$ cat config.mk
export PLATFORM = sky130hd
export DESIGN_NAME = bpi_flash_reader_flat
export DESIGN_NICKNAME = d
export VERILOG_FILES = /design/src/rtl/bpi_flash_reader_if.sv /design/src/rtl/bpi_flash_reader.sv /design/src/flat_wrapper.sv
export SDC_FILE = /design/constraint.sdc
export NUM_CORES = 1
export LEC_CHECK = 0
export ABC_AREA = 0
export CAP_MARGIN = 10
export CORE_MARGIN = 2
export CORE_UTILIZATION = 46
export CTS_BUF_LIST = sky130_fd_sc_hd__clkbuf_4 sky130_fd_sc_hd__clkbuf_8
export CTS_CLUSTER_DIAMETER = 60
export DETAILED_ROUTE_END_ITERATION = 7
export MAX_ROUTING_LAYER = met4
export PLACE_DENSITY = 0.86
export SLEW_MARGIN = 20
export SYNTH_ARGS = -nofsm -noshare
export SYNTH_HDL_FRONTEND = slang
export SYNTH_SLANG_ARGS = --single-unit
$ cat constraint.sdc
create_clock -name clk -period 2 [get_ports clk]
set_clock_uncertainty 0.15 [all_clocks]
set_input_delay 0.4 -clock clk [delete_from_list [all_inputs] [get_ports clk]]
set_output_delay 0.4 -clock clk [all_outputs]
set_load 0.02 [all_outputs]
$ cat src/rtl/bpi_flash_reader_if.sv
// Burst request and read-data stream between user logic and the BPI flash reader.
// The slave modport is the reader side; the master modport is the user side.
interface bpi_flash_reader_if #(
    parameter int ADDR_W = 25,
    parameter int DATA_W = 16
);
    logic              req_valid;
    logic              req_ready;
    logic [ADDR_W-1:0] req_addr;
    logic [7:0]        req_len;
    logic              rd_valid;
    logic              rd_ready;
    logic [DATA_W-1:0] rd_data;
    logic              rd_last;
    logic              busy;

    modport slave (
        input  req_valid, req_addr, req_len, rd_ready,
        output req_ready, rd_valid, rd_data, rd_last, busy
    );

    modport master (
        output req_valid, req_addr, req_len, rd_ready,
        input  req_ready, rd_valid, rd_data, rd_last, busy
    );
endinterface

$ cat src/rtl/bpi_flash_reader.sv
// Post-configuration reader for the x16 BPI NOR flash: timed CE#/OE# asynchronous
// reads with programmable wait/recovery clocks, returned as a valid/ready burst.
module bpi_flash_reader #(
    parameter int ADDR_W    = 25,
    parameter int DATA_W    = 16,
    parameter int WAIT_CYC  = 6,
    parameter int RECOV_CYC = 1
) (
    input  logic               clk,
    input  logic               rst,
    input  logic               done,
    bpi_flash_reader_if.slave  bus,
    output logic [ADDR_W-1:0]  flash_a,
    output logic               flash_a_oe,
    output logic               flash_ce_b,
    output logic               flash_oe_b,
    output logic               flash_we_b,
    input  logic [DATA_W-1:0]  flash_d
);
    typedef enum logic [2:0] {
        WAIT_DONE, IDLE, SETUP, ACCESS, HOLD, RECOV
    } state_t;

    localparam logic [5:0] WAIT_LOAD  = 6'(WAIT_CYC - 1);
    localparam logic [3:0] RECOV_LOAD = 4'(RECOV_CYC - 1);

    state_t            state_reg;
    logic [1:0]        done_sync_reg;
    logic              done_s;
    logic [ADDR_W-1:0] addr_reg;
    logic [7:0]        word_cnt_reg;
    logic [5:0]        wait_cnt_reg;
    logic [3:0]        recov_cnt_reg;
    logic              a_oe_reg;
    logic              ce_b_reg;
    logic              oe_b_reg;
    logic              req_ready_reg;
    logic              rd_valid_reg;
    logic              rd_last_reg;
    logic              busy_reg;
    logic [DATA_W-1:0] rd_data_reg;

    // done comes from the configuration logic with no clock relationship.
    always_ff @(posedge clk) begin
        if (rst) begin
            done_sync_reg <= '0;
        end else begin
            done_sync_reg <= {done_sync_reg[0], done};
        end
    end
    assign done_s = done_sync_reg[1];

    always_ff @(posedge clk) begin
        if (rst) begin
            state_reg     <= WAIT_DONE;
            addr_reg      <= '0;
            word_cnt_reg  <= '0;
            wait_cnt_reg  <= '0;
            recov_cnt_reg <= '0;
            a_oe_reg      <= 1'b0;
            ce_b_reg      <= 1'b1;
            oe_b_reg      <= 1'b1;
            req_ready_reg <= 1'b0;
            rd_valid_reg  <= 1'b0;
            rd_last_reg   <= 1'b0;
            busy_reg      <= 1'b0;
            rd_data_reg   <= '0;
        end else if (!done_s && state_reg != WAIT_DONE) begin
            // Losing DONE means the CPLD may drive the upper address lines again.
            state_reg     <= WAIT_DONE;
            a_oe_reg      <= 1'b0;
            ce_b_reg      <= 1'b1;
            oe_b_reg      <= 1'b1;
            req_ready_reg <= 1'b0;
            rd_valid_reg  <= 1'b0;
            rd_last_reg   <= 1'b0;
            busy_reg      <= 1'b0;
        end else begin
            case (state_reg)
                WAIT_DONE: begin
                    if (done_s) begin
                        state_reg     <= IDLE;
                        a_oe_reg      <= 1'b1;
                        req_ready_reg <= 1'b1;
                    end
                end
                IDLE: begin
                    if (bus.req_valid) begin
                        state_reg     <= SETUP;
                        addr_reg      <= bus.req_addr;
                        word_cnt_reg  <= bus.req_len;
                        ce_b_reg      <= 1'b0;
                        req_ready_reg <= 1'b0;
                        busy_reg      <= 1'b1;
                    end
                end
                SETUP: begin
                    state_reg    <= ACCESS;
                    oe_b_reg     <= 1'b0;
                    wait_cnt_reg <= WAIT_LOAD;
                end
                ACCESS: begin
                    if (wait_cnt_reg == '0) begin
                        state_reg    <= HOLD;
                        rd_data_reg  <= flash_d;
                        oe_b_reg     <= 1'b1;
                        rd_valid_reg <= 1'b1;
                        rd_last_reg  <= (word_cnt_reg == '0);
                    end else begin
                        wait_cnt_reg <= wait_cnt_reg - 6'd1;
                    end
                end
                HOLD: begin
                    if (bus.rd_ready) begin
                        rd_valid_reg <= 1'b0;
                        rd_last_reg  <= 1'b0;
                        if (word_cnt_reg == '0) begin
                            state_reg     <= IDLE;
                            ce_b_reg      <= 1'b1;
                            req_ready_reg <= 1'b1;
                            busy_reg      <= 1'b0;
                        end else begin
                            state_reg     <= RECOV;
                            word_cnt_reg  <= word_cnt_reg - 8'd1;
                            addr_reg      <= addr_reg + 1'b1;
                            recov_cnt_reg <= RECOV_LOAD;
                        end
                    end
                end
                RECOV: begin
                    if (recov_cnt_reg == '0) begin
                        state_reg    <= ACCESS;
                        oe_b_reg     <= 1'b0;
                        wait_cnt_reg <= WAIT_LOAD;
                    end else begin
                        recov_cnt_reg <= recov_cnt_reg - 4'd1;
                    end
                end
                default: state_reg <= WAIT_DONE;
            endcase
        end
    end

    assign flash_a       = addr_reg;
    assign flash_a_oe    = a_oe_reg;
    assign flash_ce_b    = ce_b_reg;
    assign flash_oe_b    = oe_b_reg;
    assign flash_we_b    = 1'b1;
    assign bus.req_ready = req_ready_reg;
    assign bus.rd_valid  = rd_valid_reg;
    assign bus.rd_data   = rd_data_reg;
    assign bus.rd_last   = rd_last_reg;
    assign bus.busy      = busy_reg;
endmodule

$ cat src/flat_wrapper.sv
// flat-port wrapper written by rule: the top's interface ports become plain ports
module bpi_flash_reader_flat 
#(
    parameter int ADDR_W    = 25,
    parameter int DATA_W    = 16,
    parameter int WAIT_CYC  = 6,
    parameter int RECOV_CYC = 1
)
  (clk, rst, done, flash_a, flash_a_oe, flash_ce_b, flash_oe_b, flash_we_b, flash_d, bus_req_valid, bus_req_addr, bus_req_len, bus_rd_ready, bus_req_ready, bus_rd_valid, bus_rd_data, bus_rd_last, bus_busy);
  bpi_flash_reader_if #(.ADDR_W(ADDR_W), .DATA_W(DATA_W)) bus_i ();
  input  logic clk;
  input  logic rst;
  input  logic done;
  output logic [ADDR_W-1:0] flash_a;
  output logic flash_a_oe;
  output logic flash_ce_b;
  output logic flash_oe_b;
  output logic flash_we_b;
  input  logic [DATA_W-1:0] flash_d;
  input wire logic [$bits(bus_i.req_valid)-1:0] bus_req_valid;
  input wire logic [$bits(bus_i.req_addr)-1:0] bus_req_addr;
  input wire logic [$bits(bus_i.req_len)-1:0] bus_req_len;
  input wire logic [$bits(bus_i.rd_ready)-1:0] bus_rd_ready;
  output wire logic [$bits(bus_i.req_ready)-1:0] bus_req_ready;
  output wire logic [$bits(bus_i.rd_valid)-1:0] bus_rd_valid;
  output wire logic [$bits(bus_i.rd_data)-1:0] bus_rd_data;
  output wire logic [$bits(bus_i.rd_last)-1:0] bus_rd_last;
  output wire logic [$bits(bus_i.busy)-1:0] bus_busy;
  assign bus_i.req_valid = bus_req_valid;
  assign bus_i.req_addr = bus_req_addr;
  assign bus_i.req_len = bus_req_len;
  assign bus_i.rd_ready = bus_rd_ready;
  assign bus_req_ready = bus_i.req_ready;
  assign bus_rd_valid = bus_i.rd_valid;
  assign bus_rd_data = bus_i.rd_data;
  assign bus_rd_last = bus_i.rd_last;
  assign bus_busy = bus_i.busy;
  bpi_flash_reader #(.ADDR_W(ADDR_W), .DATA_W(DATA_W), .WAIT_CYC(WAIT_CYC), .RECOV_CYC(RECOV_CYC)) u_core (.clk(clk), .rst(rst), .done(done), .bus(bus_i), .flash_a(flash_a), .flash_a_oe(flash_a_oe), .flash_ce_b(flash_ce_b), .flash_oe_b(flash_oe_b), .flash_we_b(flash_we_b), .flash_d(flash_d));
endmodule
# == Yosys cells after proc, flatten, opt, wreduce, memory -nomap -nowiden ==
# Index checks and enable logic that the tools add are counted.
# W data, S select, Z words.
# word_totals
register_bits,71
output_inout_bits,49
wordCells,95
# op_classes
muxes,39
reduce_logical,23
add_sub_neg,4
bitwise_logic,1
eq_ne,14
# ops
operator,count
$mux W25,3
$pmux W25 S2,1
$add A25 B1 Y25 const B,1
$mux W8,3
$reduce_and A5 Y1,4
$mux W3,6
$pmux W3 S6,1
$pmux W6 S3,1
$pmux W8 S2,1
$mux W4,3
$mux W6,2
$mux W1,11
$ne A2 B2 Y1 const B,5
$reduce_and A3 Y1,3
$reduce_bool A3 Y1,3
$logic_not A8 Y1,1
$ne A2 B1 Y1 const B,4
$pmux W1 S2,4
$pmux W4 S2,1
$reduce_and A4 Y1,2
$sub A8 B1 Y8 const B,1
$eq A3 B2 Y1 const B,2
$eq A3 B3 Y1 const B,2
$logic_not A6 Y1,1
12 further kinds,15

# == Logic depth before layout (Yosys ltp) ==
# Gate-level depths: netlist of the first run.
# logic_depth
depth_word,4
mapped_depth,9
mapped_depth_nobuf,7

# == Worst setup path after synthesis of the first run ==
# No wires, ideal clock.
# synth_path
path_type,register -> register
start,register u_core.addr_reg[0] (netlist: u_core.flash_a[0])
end,register u_core.addr_reg[22] (netlist: u_core.flash_a[22])
path_stages_with_launch,7
path_slack_ns,-0.109
arrival_ns,1.873
setup_ns,0.086
required_ns,1.764
cell_sequence,dfxtp_1 > ha_1 > nand3_1 > nor4_1 > a41o_1 > a21oi_1 > a211oi_1
# synth_via
elab_chain_cells,4
# synth_rtl
item,line,source
from (decl),bpi_flash_reader.sv:30,logic [ADDR_W-1:0] addr_reg;
from (signal assigned),bpi_flash_reader.sv:90,addr_reg <= bus.req_addr;
from (signal assigned),bpi_flash_reader.sv:125,addr_reg <= addr_reg + 1'b1;
$add A25 B1 Y25,bpi_flash_reader.sv:125,
$mux W25,bpi_flash_reader.sv:117,if (word_cnt_reg == '0) begin
$mux W25,bpi_flash_reader.sv:114,if (bus.rd_ready) begin
$pmux W25 S2,bpi_flash_reader.sv:79,case (state_reg)
# Every way passes these cells. The select of a mux whose other input is x is not followed.
# A chain may end at the register's enable or synchronous reset.

# == Final worst setup path of the first run ==
# layout_path
start,register u_core.addr_reg[23] (netlist: u_core.flash_a[23])
end,output flash_a[23]
# layout_lines
item,line,source
to (decl),flat_wrapper.sv:14,output logic [ADDR_W-1:0] flash_a;
# No word-level cell between the ends.

==> run metrics, run 1 <==
outcome finished, violations left; failing checks negative setup slack; Root Buffer clkbuf_8; XOR/XNOR Fraction of Synth Area 0.670%; Slew @ Worst Pin 614 ps; CTS sink count 71; RSZ-0062 raised after global routing yes; Die W 96.3 um; minimum clock period 2010 ps; H-Tree Level Count 3; # DRC 0; fin worst setup slack -9.79 ps; largest net degree at the start of global routing 64; clock share of power 37.2%; ANT cells 0; CP Max Fanout 5; Max Clock Freq 498 MHz; Yosys top cell area share 36.2%; Adder-Cell Fraction of Synth Area 2.23%; Area contributors post-synth dfxtp_1 (36%), nor2_1 (5.1%), o21ai_0 (4.6%); Switching Share 29.2%; WP buf/inv 1; Gate power share 22.7%; power density over the cells 678 mW/mm^2; Power Internal 2.79 mW; first-pass GRT wire length 18900 um; fraction of synthesized area in multiplexers 4.08%; Ports 103; crit path kind reg -> out; post-synthesis cell type with the largest combined area dfxtp_1; #FFs+latches synth 71; TritonCTS clock tree built; asr flop ratio synth 0%; Hold WC Path Type reg -> reg; num rows 33; crit path cell chain clkdlybuf4s50_1; IO buf count 101; crit path capture type primary output; setup TNS -9.79 ps; final setup fails 1; initial antenna violation count 0; Syn Area/Cell 8.00 um^2; main flop type after synthesis dfxtp_1; VDD IR max 376 uV; Post-DRT Antenna Nets 0; die height 96.3 um; Synth Area in Compound Gates 24.2%; post-synth net total 551; slowest stage delay, CP 650 ps; Vias/cell 5.91; max reg flops 25; main combinational cell family by area after synthesis simple AND/OR/NAND/NOR gates; Syn. warnings 0; placer congestion estimate 0.901; critical path required time 1450 ps; Synth Instances 490; Critical Path AT 1460 ps; sequential share of the synthesized area 36.2%; Critical Path Start Type register; synth-to-layout area growth 48.1%; Synth cell types 65; switching power 1.15 mW; Reg clk slew, reported paths 80 ps; max-slew violations 0; DIE AREA 0.00928 mm^2; starting density of the core 47.5%; Via Count 4407; drt wl/cell 16.4 um; slowest CP cell clkdlybuf4s50_1; layout net count 697; final core occ 70.3%; CP delay by family, top buffers and inverters; EDFF count, synth 0; slew margin rel. 59.0%; Post-Synth Simple-Gate Area 26.6%; Leak Pwr 2.41 nW; # fillers 649; GRT Util Overall 26.3%; endpoints failing hold 0; vias in the first global route 4084; Core Box Area 0.00826 mm^2; period utilization 100%; Cell Area, Synth 0.00392 mm^2; Max-Cap Viols 0; layout cell share with drive strength beyond 1 18.9%; TritonCTS Buffers 9; drt total wl 12200 um; grt total ovfl 0; initial DRC count 361; Sequential Power Share 40.1%; drt pass-1 iters 5; dpl hpwl 8100 um; worst skew pair latency 350 ps; CTS max path bufs 2
-- metrics by stage --
step	setup WS (ps)	power (mW)	std cells	instance area (um^2)	hold slack, ps
floorplan	-5.34	2.07	490	3930	264
global placement	-194	2.44	724	5410	269
detailed placement	-270	2.46	724	5410	287
CTS	5.10	3.91	741	5670	315
global route	-128	4.10	746	5810	318
finish	-9.79	3.94	746	5810	312
-- worst register-to-register path: cells and delay by family, from the launching register on --
kind | cells | cell delay, ps
simple gates | 2 | 750
flops | 1 | 430
compound gates | 3 | 570
-- area by class of cell --
class	instances	area (um^2)	share of cell area, %
clock inverters	6	115	1.98
multi-input cells	371	2370	40.8
flip-flops and latches	71	1430	24.7
inverters	15	56.3	0.970
clock buffers	10	138	2.37
repair buffers	168	1560	26.9
well taps	105	131	2.26
-- kinds of logic (layout without fill, tap and decap cells) --
group                    after synthesis  after routing
AO/OA/AOI/OAI                        145            145
XOR/XNOR                               3              3
adder cells (fa/ha/maj)                7              7
buffers and inverters                 48            199
flip-flops                            71             71
multiplexers                          16             16
other                                  1              1
AND/OR/NAND/NOR                      199            199
-- metal layers --
metal	part of all wire [%]	routed length (um)	track usage, %	up-vias
li1	-	-	-	2093
met2	49	6050	43.2	223
met5	0	0	-	-
met3	7.3	893	4.23	38
met4	2.6	320	11.0	0
met1	41	4970	32.2	2053
-- synth_stat cells, types with 3 or more instances --
| master | count |
|---|---|
| inv_1 | 15 |
| a22o_1 | 3 |
| o31ai_1 | 5 |
| ha_1 | 7 |
| mux2i_1 | 16 |
| buf_2 | 7 |
| nand3b_1 | 4 |
| nand4_1 | 9 |
| buf_4 | 3 |
| and3_1 | 9 |
| a211oi_1 | 12 |
| a31oi_1 | 7 |
| nand2_1 | 47 |
| nor2b_1 | 4 |
| nor3b_1 | 4 |
| o21a_1 | 3 |
| nand3_1 | 19 |
| nor2_1 | 53 |
| nor3_1 | 18 |
| o32ai_1 | 4 |
| and2_1 | 5 |
| o21ai_0 | 36 |
| a41oi_1 | 5 |
| clkbuf_1 | 18 |
| dfxtp_1 | 71 |
| nand2b_1 | 5 |
| buf_6 | 4 |
| nor4_1 | 5 |
| a21oi_1 | 35 |
| o211ai_1 | 4 |
| o22ai_1 | 4 |
-- path summary, 6_finish.rpt --
| kind | startpoint | endpoint | slack (ps) | depth (start not counted) |
|---|---|---|---|---|
| hold / removal | u_core.done_sync_reg[0] | u_core.done_sync_reg[1] | 310 | 1 |
| setup / recovery | u_core.flash_a[23] | flash_a[23] | -10 | 1 |
| hold reg to reg | u_core.done_sync_reg[0] | u_core.done_sync_reg[1] | 310 | 1 |
| setup reg to reg | u_core.flash_a[9] | u_core.flash_a[19] | 10 | 5 |
-- layout by cell type (no fill, tap or decap), types with 5 or more instances in the layout --
cell	synthesis	routed
a211oi_1	12	12
a21oi_1	35	35
a31oi_1	7	7
and3_1	9	9
buf_4	3	61
clkbuf_8	0	10
clkdlybuf4s50_1	0	83
dfxtp_1	71	64
dfxtp_2	0	6
dlygate4sd2_1	0	12
dlymetal6s2s_1	0	5
ha_1	7	5
inv_1	15	13
mux2i_1	16	16
nand2_1	47	46
nand2b_1	5	5
nand3_1	19	17
nand4_1	9	9
nor2_1	53	53
nor3_1	18	17
o21ai_0	36	34
o31ai_1	5	5
-- power by group through the flow --
stage / Combinational (mW) / Clock, mW / Sequential (mW)
6_report: 0.896 / 1.47 / 1.58
5_1_grt: 0.969 / 1.55 / 1.59
4_1_cts: 0.867 / 1.47 / 1.57
3_5_place_dp: 0.861 / 0 / 1.60
3_3_place_gp: 0.844 / 0 / 1.60
2_1_floorplan: 0.425 / 0 / 1.64
-- timing repair --
action	in CTS	in global routing
buffers inserted	1	5
gates resized for setup	17	31
hold buffers	0	0
pin swaps	0	8
endpoints found under the setup margin	20	53
No activity file was read; power rests on OpenSTA's default activity.
==> run 2, diff against run 1 <==
Settings changed: CTS_BUF_LIST sky130_fd_sc_hd__clkbuf_4 sky130_fd_sc_hd__clkbuf_8 to sky130_fd_sc_hd__clkbuf_4, GPL_ROUTABILITY_DRIVEN set to 0.
==> run 2 against run 1 <==
The flow now finishes without violations. Design area decreased by 1.8%. First-iteration DRC count increased by 25%. Global-route usage fell by 0.78 points. Sequential share of layout area grew 0.47 points. Combinational power is 3.8% lower. Setup slack improved by 54 ps. Hold slack got worse by 76 ps. Core utilization down 1.2 points. Critical path type unchanged. Critical endpoint is now bus_rd_data[7]. Largest cell class unchanged. Highest routed layer unchanged.
==> run metrics, run 2 (same netlist as run 1, synthesis figures left out) <==
dpl hpwl 8340 um; vias in the first global route 4018; initial antenna violation count 1; Worst Setup EP bus_rd_data[7]; slew margin rel. 58.6%; Via Count 4395; final setup fails 0; layout net count 698; largest net degree at the start of global routing 54; start of the worst register-to-register path u_core.flash_a[12]; slowest CP cell clkdlybuf4s50_1; num rows 33; Critical Path Start Type register; drt total wl 11600 um; Stages on worst setup path 1; CTS Hold Bufs 0; Max-Cap Viols 0; Reg clk slew, reported paths 130 ps; Root Buffer clkbuf_4; drt wl/cell 15.5 um; Post-DRT Antenna Nets 0; DIE AREA 0.00928 mm^2; Post-DP Area 0.00540 mm^2; final core occ 69.1%; crit path kind reg -> out; power density over the cells 636 mW/mm^2; CTS max path bufs 2; Vias/cell 5.88; Max Clock Freq 511 MHz; most frequent cells in the layout clkdlybuf4s50_1 (67), dfxtp_1 (67), buf_4 (65), nor2_1 (53), nand2_1 (46); slowest stage delay, CP 610 ps; Worst R2R Setup Slack 80 ps; Hold WC Path Type in -> reg; setup TNS 0 ps; Design Area, Final 0.00570 mm^2; layout cell share with drive strength beyond 1 18.2%; Worst R2R End u_core.flash_a[19]; critical path required time 1450 ps; max reg flops 25; outcome finished, final reports clean; IO buf count 101; grt total ovfl 0; minimum clock period 1960 ps; CP delay by family, top buffers and inverters; crit path launch u_core.bus.rd_data[7]; Hold Path Depth 3; Leak Pwr 2.48 nW; H-Tree Level Count 3; dpl ws -248 ps; Core Box Area 0.00826 mm^2; die height 96.3 um; crit path cell chain clkdlybuf4s50_1; initial DRC count 450; fin worst setup slack 43.8 ps; Slew @ Worst Pin 619 ps; CTS sink count 71; TritonCTS clock tree built; crit path capture type primary output; Ports 103; worst skew pair latency 440 ps; WP buf/inv 1; endpoints failing hold 0; period utilization 97.8%; # DRC 0; drt pass-1 iters 5; max-slew violations 0; worst r2r path cells 5; synth-to-layout area growth 45.5%; VDD IR max 374 uV; Die W 96.3 um; CP Max Fanout 2; GRT Util Overall 25.6%; TritonCTS Buffers 9; Critical Path AT 1410 ps; Min Hold Slack 236 ps; first-pass GRT wire length 18300 um; starting density of the core 47.5%
## run 2: cell types whose count changed in the layout (fill, tap and decap cells not counted), moves of 2 or more
cell / previous run / this run
clkdlybuf4s50_1: 83 / 67
clkbuf_8: 10 / 0
o21ai_0: 34 / 36
dfxtp_2: 6 / 1
dfxtp_4: 1 / 3
a41oi_2: 2 / 0
dlygate4sd2_1: 12 / 27
nor4_2: 3 / 1
dfxtp_1: 64 / 67
buf_12: 4 / 2
buf_4: 61 / 65
clkbuf_4: 0 / 9
a41oi_1: 3 / 5
## run 2: area by class of cell
| type | instances | area (um^2) |
|---|---|---|
| Clock inverter | 7 | 120 |
| Sequential cell | 71 | 1430 |
| Multi-Input combinational cell | 371 | 2370 |
| Timing Repair Buffer | 169 | 1530 |
| Antenna cell | 1 | 2.50 |
| Fill cell | 649 | 2550 |
| Clock buffer | 9 | 67.6 |
| Tap cell | 105 | 131 |
| Inverter | 15 | 56.3 |
## run 2: power by group
| part | total, mW | switching [mW] | internal (mW) |
|---|---|---|---|
| sequential | 1.57 | 0.0835 | 1.49 |
| combinational | 0.862 | 0.456 | 0.407 |
| clock | 1.19 | 0.556 | 0.636 |
| total | 3.63 | 1.10 | 2.53 |
## run 2: worst register-to-register path, delay by kind of cell, from the launching register on
family,cells,cell delay (ps)
simple gates,2,730
compound gates,3,500
flops,1,460
## run 2: worst min-delay path by stage
stage                                        from                      end
final                                         rst    u_core.bus.rd_data[7]
after global routing                          rst   u_core.bus.rd_data[11]
after CTS                                     rst    u_core.bus.rd_data[6]
after detailed placement  u_core.done_sync_reg[0]  u_core.done_sync_reg[1]
after global placement    u_core.done_sync_reg[0]  u_core.done_sync_reg[1]
after floorplan           u_core.done_sync_reg[0]  u_core.done_sync_reg[1]
## run 2: repair_timing
item | 4_1_cts | 5_1_grt
resized for setup | 33 | 26
setup buffers | 0 | 4
endpoints found under the setup margin | 33 | 55
pin swaps | 0 | 7
## run 2: per-layer routing
| metal | global-route usage [%] | part of all wire [%] |
|---|---|---|
| met5 | - | 0 |
| met3 | 3.92 | 7.3 |
| met2 | 42.1 | 49 |
| met4 | 10.7 | 2.7 |
| met1 | 31.2 | 41 |
## run 2: stage by stage
stage	instances	power, mW
after floorplan	490	2.07
after CTS	743	3.62
after detailed placement	727	2.46
after global routing	748	3.79
final	748	3.63
after global placement	727	2.43
==> run 3, diff against run 2 <==
Settings changed: CORE_ASPECT_RATIO set to 1.5.
==> run 3 against run 2 <==
The flow now finishes with violations (negative setup slack). Setup slack got worse by 46 ps. First-iteration DRC count decreased by 4.9%. Maximum frequency shrank 2.3%. Routed wire length up 7.8%. Hold slack gained 47 ps. Die area is 0.16% higher. Count of clock-buffer cells in the layout did not move. Via count down 0.50%. Total power fell by 3.7%. Non-clock buffer count decreased by 9. Critical path type is now reg -> reg. Critical endpoint is now u_core.flash_a[19]. Highest routed layer unchanged.
==> run metrics, run 3 (same netlist as run 1, synthesis figures left out) <==
Post-DRT Antenna Nets 0; final core occ 68.1%; Critical Path AT 2200 ps; CTS Hold Bufs 0; critical path required time 2200 ps; met3 WL 681 um; Max-Cap Viols 0; Post-DP Area 0.00538 mm^2; WP buf/inv 0; drt total wl 12500 um; grt total ovfl 0; CP delay by family, top simple AND/OR/NAND/NOR gates; Worst R2R Setup Slack -2 ps; CP Max Fanout 5; failing checks negative setup slack; worst r2r path cells 5; fin worst setup slack -2.21 ps; Via Count 4373; Vias/cell 5.90; TritonCTS Buffers 9; Power Internal 2.41 mW; GRT Util Overall 27.0%; setup TNS -2.21 ps; period utilization 100%; layout cell share with drive strength beyond 1 18.0%; crit path cell chain nand4_1 > or4_4 > o21ai_1 > a21oi_1 > a2111oi_4; Reg clk slew, reported paths 120 ps; Min Hold Slack 283 ps; initial antenna violation count 0; Design Area, Final 0.00569 mm^2; CTS sink count 71; crit path kind reg -> reg; total power 3.49 mW; Slew @ Worst Pin 505 ps; die height 117 um; Critical Path Start Type register; DR top layer met4; DIE AREA 0.00929 mm^2; largest net degree at the start of global routing 64; Switching Share 31.1%; crit path capture type register; clock share of power 29.7%; vias in the first global route 4216; minimum clock period 2000 ps; worst skew pair latency 440 ps; Max Clock Freq 499 MHz; outcome finished, violations left; Worst R2R End u_core.flash_a[19]; start of the worst register-to-register path u_core.flash_a[11]; layout net count 689; IO buf count 101; TritonCTS clock tree built; hold wc startpoint rst; commonest non-fill, non-tap cell in the layout dfxtp_1; final setup fails 1; drt wl/cell 16.9 um; Routed met1 length 4720 um; max-slew violations 0; slowest CP cell or4_4; switching power 1.09 mW; Hold WC Path Type in -> reg; drt pass-1 iters 5; max reg flops 25; CTS max path bufs 2; Gate power share 25.4%; most frequent cells in the layout dfxtp_1 (62), clkdlybuf4s50_1 (55), nor2_1 (52), buf_4 (52), nand2_1 (46); power density over the cells 613 mW/mm^2; VDD IR max 515 uV; # DRC 0; slew margin rel. 65.9%; slowest stage delay, CP 500 ps; num rows 41; Leak Pwr 2.63 nW; Root Buffer clkbuf_4; RSZ-0062 raised after global routing yes; Die W 79.4 um; synth-to-layout area growth 45.2%; starting density of the core 46.9%; Stages on worst setup path 5; Ports 103; endpoints failing hold 0; initial DRC count 428; WHS Endpoint u_core.bus.rd_valid; H-Tree Level Count 3; first-pass GRT wire length 19300 um; Sequential Power Share 44.9%; dpl hpwl 8560 um; Core Box Area 0.00836 mm^2; Hold Path Depth 4; wire length on met2 6640 um
==> run 3: cell count changes in the layout (fill, tap and decap cells not counted), sizes merged <==
| cell | previous run | this run |
|---|---|---|
| buf | 69 | 60 |
| bufinv | 3 | 2 |
| clkdlybuf4s50 | 67 | 55 |
| clkinv | 2 | 3 |
| clkinvlp | 1 | 2 |
| dlygate4sd2 | 27 | 26 |
| dlymetal6s2s | 6 | 19 |
| inv | 16 | 15 |
==> run 3: per-layer routing <==
layer  GRT usage (%)  vias up
li1                -     2077
met1            29.4     2057
met2            46.7      188
met3            4.91       51
met4            14.0        0
met5               -        -
==> run 3: power by group through the flow <==
| stage | combinational [mW] | clock [mW] | sequential, mW |
|---|---|---|---|
| 3_3_place_gp | 0.861 | 0 | 1.59 |
| 6_report | 0.888 | 1.04 | 1.57 |
| 3_5_place_dp | 0.879 | 0 | 1.60 |
| 5_1_grt | 0.959 | 1.13 | 1.58 |
| 4_1_cts | 0.873 | 1.05 | 1.56 |
| 2_1_floorplan | 0.425 | 0 | 1.64 |
==> run 3: timing repair <==
item	4_1_cts	5_1_grt
endpoints found under the hold margin	0	0
setup endpoints to repair	38	55
resized for setup	33	44
pin swaps	2	5
buffers inserted	2	1
==> run 3: worst max path at each step <==
| stage | slack (ps) | startpoint | end |
|---|---|---|---|
| after floorplan | -5 | u_core.flash_a[0] | u_core.flash_a[22] |
| after global placement | -200 | bus_rd_ready | u_core.word_cnt_reg[3] |
| after detailed placement | -320 | bus_rd_ready | u_core.word_cnt_reg[3] |
| after CTS | 3 | u_core.bus.rd_data[4] | bus_rd_data[4] |
| after global routing | -60 | u_core.flash_a[14] | u_core.flash_a[19] |
| final | -2 | u_core.flash_a[11] | u_core.flash_a[19] |
==> run 3: worst register-to-register path, cell delays in order (launching register included) <==
cell	delay (ps)
dfxtp_1	460
nand4_1	230
or4_4	500
o21ai_1	160
a21oi_1	140
a2111oi_4	270
==> run 3: stage by stage <==
stage,worst slack (ps),cells
3_3_place_gp,-199,721
3_5_place_dp,-317,721
5_1_grt,-61.7,740
6_report,-2.21,741
4_1_cts,3.47,739
2_1_floorplan,-5.34,490
==> run 3: cell type report <==
type / instances / area [um^2]
diodes: 1 / 2.50
clock buffers: 9 / 67.6
clock inverters: 7 / 87.6
fillers: 654 / 2670
inverters: 15 / 56.3
multi-input cells: 371 / 2380
flip-flops and latches: 71 / 1430
well taps: 107 / 134
repair buffers: 160 / 1530
